### config.mk
export PLATFORM = sky130hd
export DESIGN_NAME = lut_cfg_loader
export DESIGN_NICKNAME = d
export VERILOG_FILES = /design/src/rtl/lut_cfg_pkg.sv /design/src/rtl/lut_cfg_shreg.sv /design/src/rtl/lut_cfg_loader.sv
export SDC_FILE = /design/constraint.sdc
export NUM_CORES = 1
export LEC_CHECK = 0
export CORE_UTILIZATION = 42
export CTS_CLUSTER_SIZE = 12
export DETAILED_ROUTE_END_ITERATION = 10
export GPL_ROUTABILITY_DRIVEN = 0
export PLACE_DENSITY = 0.79
export SKIP_LAST_GASP = 1
export SLEW_MARGIN = 10
export SYNTH_ARGS = -nofsm -noshare
export SYNTH_HDL_FRONTEND = slang
export SYNTH_SLANG_ARGS = --single-unit
### constraint.sdc
create_clock -name config_clk -period 3.5 [get_ports config_clk]
set_clock_uncertainty 0.1 [all_clocks]
set_input_delay 0.7 -clock config_clk [delete_from_list [all_inputs] [get_ports config_clk]]
set_output_delay 0.7 -clock config_clk [all_outputs]
set_load 0.1 [all_outputs]
### src/rtl/lut_cfg_pkg.sv
// Shared types and helpers for the LUT configuration path.
// Used by the per-CLB loader and by the LUTs it configures.
package lut_cfg_pkg;

  localparam logic [1:0] ST_IDLE   = 2'd0;
  localparam logic [1:0] ST_SHIFT  = 2'd1;
  localparam logic [1:0] ST_COMMIT = 2'd2;
  localparam logic [1:0] ST_DONE   = 2'd3;

  typedef enum logic [1:0] {
    S_IDLE   = ST_IDLE,
    S_SHIFT  = ST_SHIFT,
    S_COMMIT = ST_COMMIT,
    S_DONE   = ST_DONE
  } state_t;

  // Two LUT halves plus the fracture bit.
  function automatic int cfg_width(input int inputs);
    return 2 * (2 ** inputs) + 1;
  endfunction

endpackage

### src/rtl/lut_cfg_shreg.sv
// Serial-to-parallel word assembler with a bit counter.
// last_bit flags the cycle whose accepted bit completes the word.
module lut_cfg_shreg #(
  parameter int W = 33,
  localparam int CW = $clog2(W)
) (
  input  logic         clk,
  input  logic         rst_n,
  input  logic         clr,
  input  logic         shift_en,
  input  logic         bit_in,
  output logic [W-1:0] word,
  output logic         last_bit
);

  logic [W-1:0]  sh_q, sh_d;
  logic [CW-1:0] cnt_q, cnt_d;

  assign last_bit = (cnt_q == CW'(W - 1));
  assign word     = sh_q;

  always_comb begin
    sh_d  = sh_q;
    cnt_d = cnt_q;
    if (clr) begin
      cnt_d = '0;
    end else if (shift_en) begin
      sh_d  = {sh_q[W-2:0], bit_in};
      cnt_d = last_bit ? '0 : cnt_q + 1'b1;
    end
  end

  always_ff @(posedge clk or negedge rst_n) begin
    if (!rst_n) begin
      sh_q  <= '0;
      cnt_q <= '0;
    end else begin
      sh_q  <= sh_d;
      cnt_q <= cnt_d;
    end
  end

endmodule

### src/rtl/lut_cfg_loader.sv
// Per-CLB bitstream loader: shifts serial bits into LUT-sized
// words and commits each to its target with a one-cycle enable.
module lut_cfg_loader
  import lut_cfg_pkg::*;
#(
  parameter int INPUTS      = 4,
  parameter int NUM_TARGETS = 4,
  localparam int MEM_SIZE   = 2 ** INPUTS,
  localparam int CFG_WIDTH  = 2 * MEM_SIZE + 1,
  localparam int TGT_W      =
    (NUM_TARGETS > 1) ? $clog2(NUM_TARGETS) : 1
) (
  input  logic                   config_clk,
  input  logic                   config_rst_n,
  input  logic                   start,
  input  logic                   bit_in,
  input  logic                   bit_valid,
  output logic                   bit_ready,
  output logic [CFG_WIDTH-1:0]   config_in,
  output logic [NUM_TARGETS-1:0] config_en,
  output logic                   busy,
  output logic                   done
);

  state_t state_q, state_d;

  logic [TGT_W-1:0]       tgt_q, tgt_d;
  logic [NUM_TARGETS-1:0] en_q, en_d;
  logic rdy_q, rdy_d;
  logic busy_q, busy_d;
  logic done_q, done_d;
  logic clr, accept, last_bit;

  // ready is only ever high in SHIFT
  assign accept = bit_valid & rdy_q;

  lut_cfg_shreg #(.W(CFG_WIDTH)) u_shreg (
    .clk      (config_clk),
    .rst_n    (config_rst_n),
    .clr      (clr),
    .shift_en (accept),
    .bit_in   (bit_in),
    .word     (config_in),
    .last_bit (last_bit)
  );

  always_comb begin
    state_d = state_q;
    tgt_d   = tgt_q;
    en_d    = '0;
    rdy_d   = 1'b0;
    busy_d  = 1'b0;
    done_d  = 1'b0;
    clr     = 1'b0;
    unique case (state_q)
      S_IDLE, S_DONE: begin
        done_d = (state_q == S_DONE);
        if (start) begin
          state_d = S_SHIFT;
          tgt_d   = '0;
          clr     = 1'b1;
          rdy_d   = 1'b1;
          busy_d  = 1'b1;
          done_d  = 1'b0;
        end
      end
      S_SHIFT: begin
        rdy_d  = 1'b1;
        busy_d = 1'b1;
        if (accept && last_bit) begin
          state_d = S_COMMIT;
          rdy_d   = 1'b0;
          en_d    = NUM_TARGETS'(1) << tgt_q;
        end
      end
      S_COMMIT: begin
        if (tgt_q == TGT_W'(NUM_TARGETS - 1)) begin
          state_d = S_DONE;
          done_d  = 1'b1;
        end else begin
          state_d = S_SHIFT;
          tgt_d   = tgt_q + 1'b1;
          rdy_d   = 1'b1;
          busy_d  = 1'b1;
        end
      end
      default: state_d = S_IDLE;
    endcase
  end

  always_ff @(posedge config_clk or negedge config_rst_n) begin
    if (!config_rst_n) begin
      state_q <= S_IDLE;
      tgt_q   <= '0;
      en_q    <= '0;
      rdy_q   <= 1'b0;
      busy_q  <= 1'b0;
      done_q  <= 1'b0;
    end else begin
      state_q <= state_d;
      tgt_q   <= tgt_d;
      en_q    <= en_d;
      rdy_q   <= rdy_d;
      busy_q  <= busy_d;
      done_q  <= done_d;
    end
  end

  assign config_en = en_q;
  assign bit_ready = rdy_q;
  assign busy      = busy_q;
  assign done      = done_q;

endmodule

==> results of run 1 <==
cell usage in the layout, fill, tap and decap left out, drive strengths merged:
cell type	count
nand2b	2
buf	28
a32o	1
nand4	1
inv	7
o21bai	1
a211oi	2
clkdlybuf4s50	16
xor2	1
o21ai	2
dfrtp	50
nand2	7
o211ai	1
mux2	34
a22o	1
nor3	2
a31oi	2
nor2	7
and4	1
a31o	1
nor4b	1
clkbuf	5
ha	11
or3	1
and2	5
a21oi	5
mux2i	1
clkinvlp	2
nor2b	2
nand3	2
area by class of cell:
cell class                 instances  area, um^2
tap                               67        83.8
sequential                        50        1250
timing repair buffer              44         370
clock inverter                     2        15.0
inverter                           7        26.3
multi-input combinational         94         881
fill                             431        2180
clock buffer                       5        68.8
sequential cells by signal (all words and copies together) (netlist names):
signal / cells
config_en: 4
state_q: 2
bit_ready: 1
u_shreg.cnt_q: 6
done: 1
tgt_q: 2
busy: 1
u_shreg.word: 33
stage by stage:
step	setup slack, ps	utilization, %
5_1_grt	809	55.3
4_1_cts	869	55.2
2_1_floorplan	1230	-
6_report	884	55.3
3_5_place_dp	940	53.5
3_3_place_gp	959	53.5
how the worst min path moves through the flow:
stage                       end  slack, ps  cells past startpoint
6_report       u_shreg.word[15]        300                      1
5_1_grt        u_shreg.word[17]        350                      1
4_1_cts        u_shreg.word[22]        440                      1
3_5_place_dp   u_shreg.word[32]        420                      1
3_3_place_gp   u_shreg.word[32]        400                      1
2_1_floorplan         bit_ready        300                      0
cell families after synthesis:
| group | count (synthesis) | synth area share [%] |
|---|---|---|
| DFF | 50 | 56.8 |
| muxes | 35 | 19.2 |
| and+or+nand+nor | 31 | 8.80 |
| AOI/OAI and AO/OA | 16 | 5.34 |
| buffers and inverters | 11 | 3.24 |
| adders and majority gates | 11 | 6.25 |
| xor gates and xnor gates | 1 | 0.398 |
per-layer routing:
metal  part of all wire (%)  track usage (%)
met1                     45             18.0
met2                     47             23.3
met3                    6.1             5.28
met4                    1.6             6.71
met5                      0                0
==> impl_metrics.py, run 1 <==
metrics = {
    "floorplanning": {
        "io_pins": 45,
        "rows": 25,
        "die_area_um2": 5540,
        "die-width_um": 74.4,
        "die_h_um": 74.4,
        "fp.coreArea_um2": 4880,
        "initial_core_util_pct": 45.2,
    },
    "placement": {
        "io_buffers": 44,
        "hpwl_um": 2440,
        "place_inst": 262,
        "postPlaceCellArea_um2": 2610,
    },
    "global_route": {
        "grt_usage_pct": 14.7,
        "grt_pass1_vias": 1299,
        "antenna_found_initial": 0,
        "grt-ovfl-total": 0,
        "grt_pass1_wl_um": 6040,
        "grt_max_degree": 51,
    },
    "logic_synthesis": {
        "ys_top_cells_by_count": "dfrtp_1, mux2_2, ha_1, mux2_4",
        "ys_ff_latch": 50,
        "synth.avg_cell_area_um2": 14.2,
        "syn_area_um2": 2200,
        "synth_top_area_cell": "dfrtp_1",
        "synth_ff_type": "dfrtp_1",
        "yosys_warnings": 0,
        "yosysMostFrequentCell": "dfrtp_1",
        "synth-edff-count": 0,
        "synth_nets": 171,
        "synth_cell_types": 31,
        "ys_seq_area_share_pct": 56.8,
        "netlist_instances": 155,
        "synth.top_cell.area_share_pct": 56.8,
        "async_reset_ff_share_pct": 100,
        "synthTopCellsByArea": "dfrtp_1, mux2_2, ha_1",
    },
    "timing": {
        "fin_hold_ws_ps": 298,
        "grt_setup_unrepaired": "no",
        "post-route-period-util_pct": 74.7,
        "worst_pin_slew_ps": 974,
        "setup_viol": 0,
        "finalCriticalPeriod_ps": 2620,
        "fmax_ghz": 0.382,
        "finalHoldViolations": 0,
        "tns_ps": 0,
        "slew_headroom_pct": 34.9,
        "slew_viol_final": 0,
    },
    "detailed_routing": {
        "antenna_left": 0,
        "drt-initial-drc-count": 77,
        "dr.pass1.iters": 4,
        "vias": 1355,
        "wl_per_cell_um": 13.5,
        "drt-vias-per-instance": 5.04,
        "drc": 0,
        "drt_wl_total_um": 3630,
    },
    "critical_path": {
        "critical_path_arrival_ps": 1820,
        "rr_worst_depth": 5,
        "critical_path.startpoint_type": "register",
        "end_kind": "primary output",
        "cp_num_cells": 1,
        "crit_end": "config_in[29]",
        "cp_top_family": "buffers and inverters",
        "cp_cell_sequence": "clkdlybuf4s50_1",
        "r2r_end": "u_shreg.word[1]",
        "critPathLaunch": "u_shreg.word[29]",
        "reg2reg_from": "state_q[0]",
        "crit_buf_inv": 1,
        "slowest_delay_ps": 1140,
        "path_class": "reg -> out",
        "worstPathMaxFanout": 3,
        "worstPathRequired_ps": 2700,
        "critPathSlowestCell": "clkdlybuf4s50_1",
        "reg2reg_slack_ps": 1350,
    },
    "cts": {
        "numClockSinks": 50,
        "clk_latency_ps": 300,
        "clock_path_buffers": 2,
        "holdBufCountCts": 0,
        "cts_tree": "done",
        "cts_buffers": 5,
        "clk_pin_slew_ps": 90,
        "postCtsSetupBuffers": 0,
        "root_buffer": "clkbuf_8",
        "htreeDepth": 2,
        "cts_resized": 0,
    },
    "outcome": {
        "status": "finished clean",
    },
    "run": {
        "max_cap_viol_count": 0,
    },
    "finish": {
        "diodes": 0,
        "area_growth_pct": 22.4,
        "final_cells": 269,
        "finalInstanceArea_um2": 2700,
        "fin_nets": 218,
        "drive_above_1_share_pct": 37.1,
    },
    "hold_path": {
        "hp-class": "in -> async",
    },
}
Power of run 1 is left out: the tool's default activity adds up to more than one toggle a clock period on the data nets, which glitch-free logic cannot reach.
==> inputs of run 2 (changes only) <==
- clock period: 3.5 -> 2.5 ns (I/O delays scaled with it)
==> impl_metrics.py, run 2 (synthesized netlist as in run 1, its figures left out) <==
metrics = {
    "timing": {
        "slew_headroom_pct": 46.1,
        "fmax_ghz": 0.476,
        "grt_setup_unrepaired": "no",
        "slew_viol_final": 0,
        "tns_ps": 0,
        "finalHoldViolations": 0,
        "post-route-period-util_pct": 84.0,
        "setup_viol": 0,
        "worst_pin_slew_ps": 809,
        "finalCriticalPeriod_ps": 2100,
    },
    "critical_path": {
        "critical_path_arrival_ps": 2190,
        "end_kind": "register",
        "path_class": "reg -> reg",
        "worstPathMaxFanout": 33,
        "critical_path.startpoint_type": "register",
        "worstPathRequired_ps": 2590,
    },
    "finish": {
        "seqCellArea_um2": 1250,
        "fillCellCount": 425,
        "diodes": 0,
        "final_common_cell": "dfrtp_1",
        "area_growth_pct": 23.1,
        "fin_nets": 221,
        "multi_input_comb_area_um2": 881,
        "largest_reg_flops": 33,
        "drive_above_1_share_pct": 44.7,
        "final_cell_mix": "dfrtp_1, buf_4, mux2_2, ha_1, mux2_4",
    },
    "placement": {
        "io_buffers": 44,
        "hpwl_um": 2570,
    },
    "cts": {
        "htreeDepth": 2,
        "numClockSinks": 50,
        "postCtsSetupBuffers": 0,
        "cts_tree": "done",
        "root_buffer": "clkbuf_8",
        "cts_buffers": 5,
        "clk_latency_ps": 310,
        "holdBufCountCts": 0,
        "cts_resized": 0,
        "clk_pin_slew_ps": 90,
        "clock_path_buffers": 2,
    },
    "detailed_routing": {
        "drc": 0,
        "dr.pass1.iters": 4,
        "antenna_left": 0,
        "drt-initial-drc-count": 79,
        "drt-vias-per-instance": 4.96,
        "wl_per_cell_um": 13.1,
        "drt_wl_total_um": 3570,
        "vias": 1354,
    },
    "global_route": {
        "antenna_found_initial": 0,
        "grt-ovfl-total": 0,
        "grt_usage_pct": 14.5,
        "grt_max_degree": 39,
        "grt_pass1_vias": 1239,
        "grt_pass1_wl_um": 5990,
    },
    "outcome": {
        "status": "finished clean",
    },
    "floorplanning": {
        "rows": 25,
        "initial_core_util_pct": 45.2,
        "fp.coreArea_um2": 4880,
        "io_pins": 45,
        "die_area_um2": 5540,
        "die_h_um": 74.4,
        "die-width_um": 74.4,
    },
    "hold_path": {
        "hp-class": "in -> async",
    },
    "run": {
        "max_cap_viol_count": 0,
    },
}
## run 2: changes by cell type in the layout (fill, tap and decap cells not counted), sizes merged
cell | before | now
buf | 28 | 44
clkdlybuf4s50 | 16 | 3
clkinvlp | 2 | 0
bufinv | 0 | 1
clkinv | 0 | 1
inv | 7 | 8
## run 2: layout make-up
type	instances	share of cell area, %
Multi-Input combinational cell	94	32.5
Inverter	7	0.969
Sequential cell	50	46.1
Timing Repair Buffer	47	13.2
Tap cell	67	3.09
Clock buffer	5	2.54
Clock inverter	3	1.61
## run 2: worst max-delay path, stage by stage, from the launching register on
cell     delay (ps)
dfrtp_1         400
inv_1            90
ha_1            410
nor2b_2         120
nor2_8          460
mux2_2          400
## run 2: worst paths after layout
check,slack (ps),cells past startpoint,to,startpoint
min in group config_clk,430,1,u_shreg.word[10],u_shreg.word[9]
worst max register to register,400,5,u_shreg.word[28],state_q[0]
max in group asynchronous,1490,2,state_q[1],config_rst_n
worst min register to register,430,1,u_shreg.word[10],u_shreg.word[9]
worst max-delay path,400,5,u_shreg.word[28],state_q[0]
worst min-delay path,170,1,u_shreg.word[16],config_rst_n
## run 2: through the flow
stage / std cells / cell area [um^2] / setup slack [ps] / utilization (%) / hold slack [ps]
finish: 273 / 2710 / 399 / 55.6 / 174
global route: 273 / 2710 / 268 / 55.6 / 222
CTS: 273 / 2710 / 378 / 55.6 / 187
detailed placement: 265 / 2600 / 146 / 53.3 / 414
global placement: 265 / 2600 / 159 / 53.3 / 400
floorplan: 155 / 2200 / 233 / - / 104
## run 2: layer usage
layer	track usage [%]	up-vias	routed length, um
li1	-	643	-
met1	19.2	670	1650
met2	21.3	35	1630
met3	5.28	6	228
met4	6.29	0	61
met5	0	-	0
Power of run 2 is left out for the same reason.
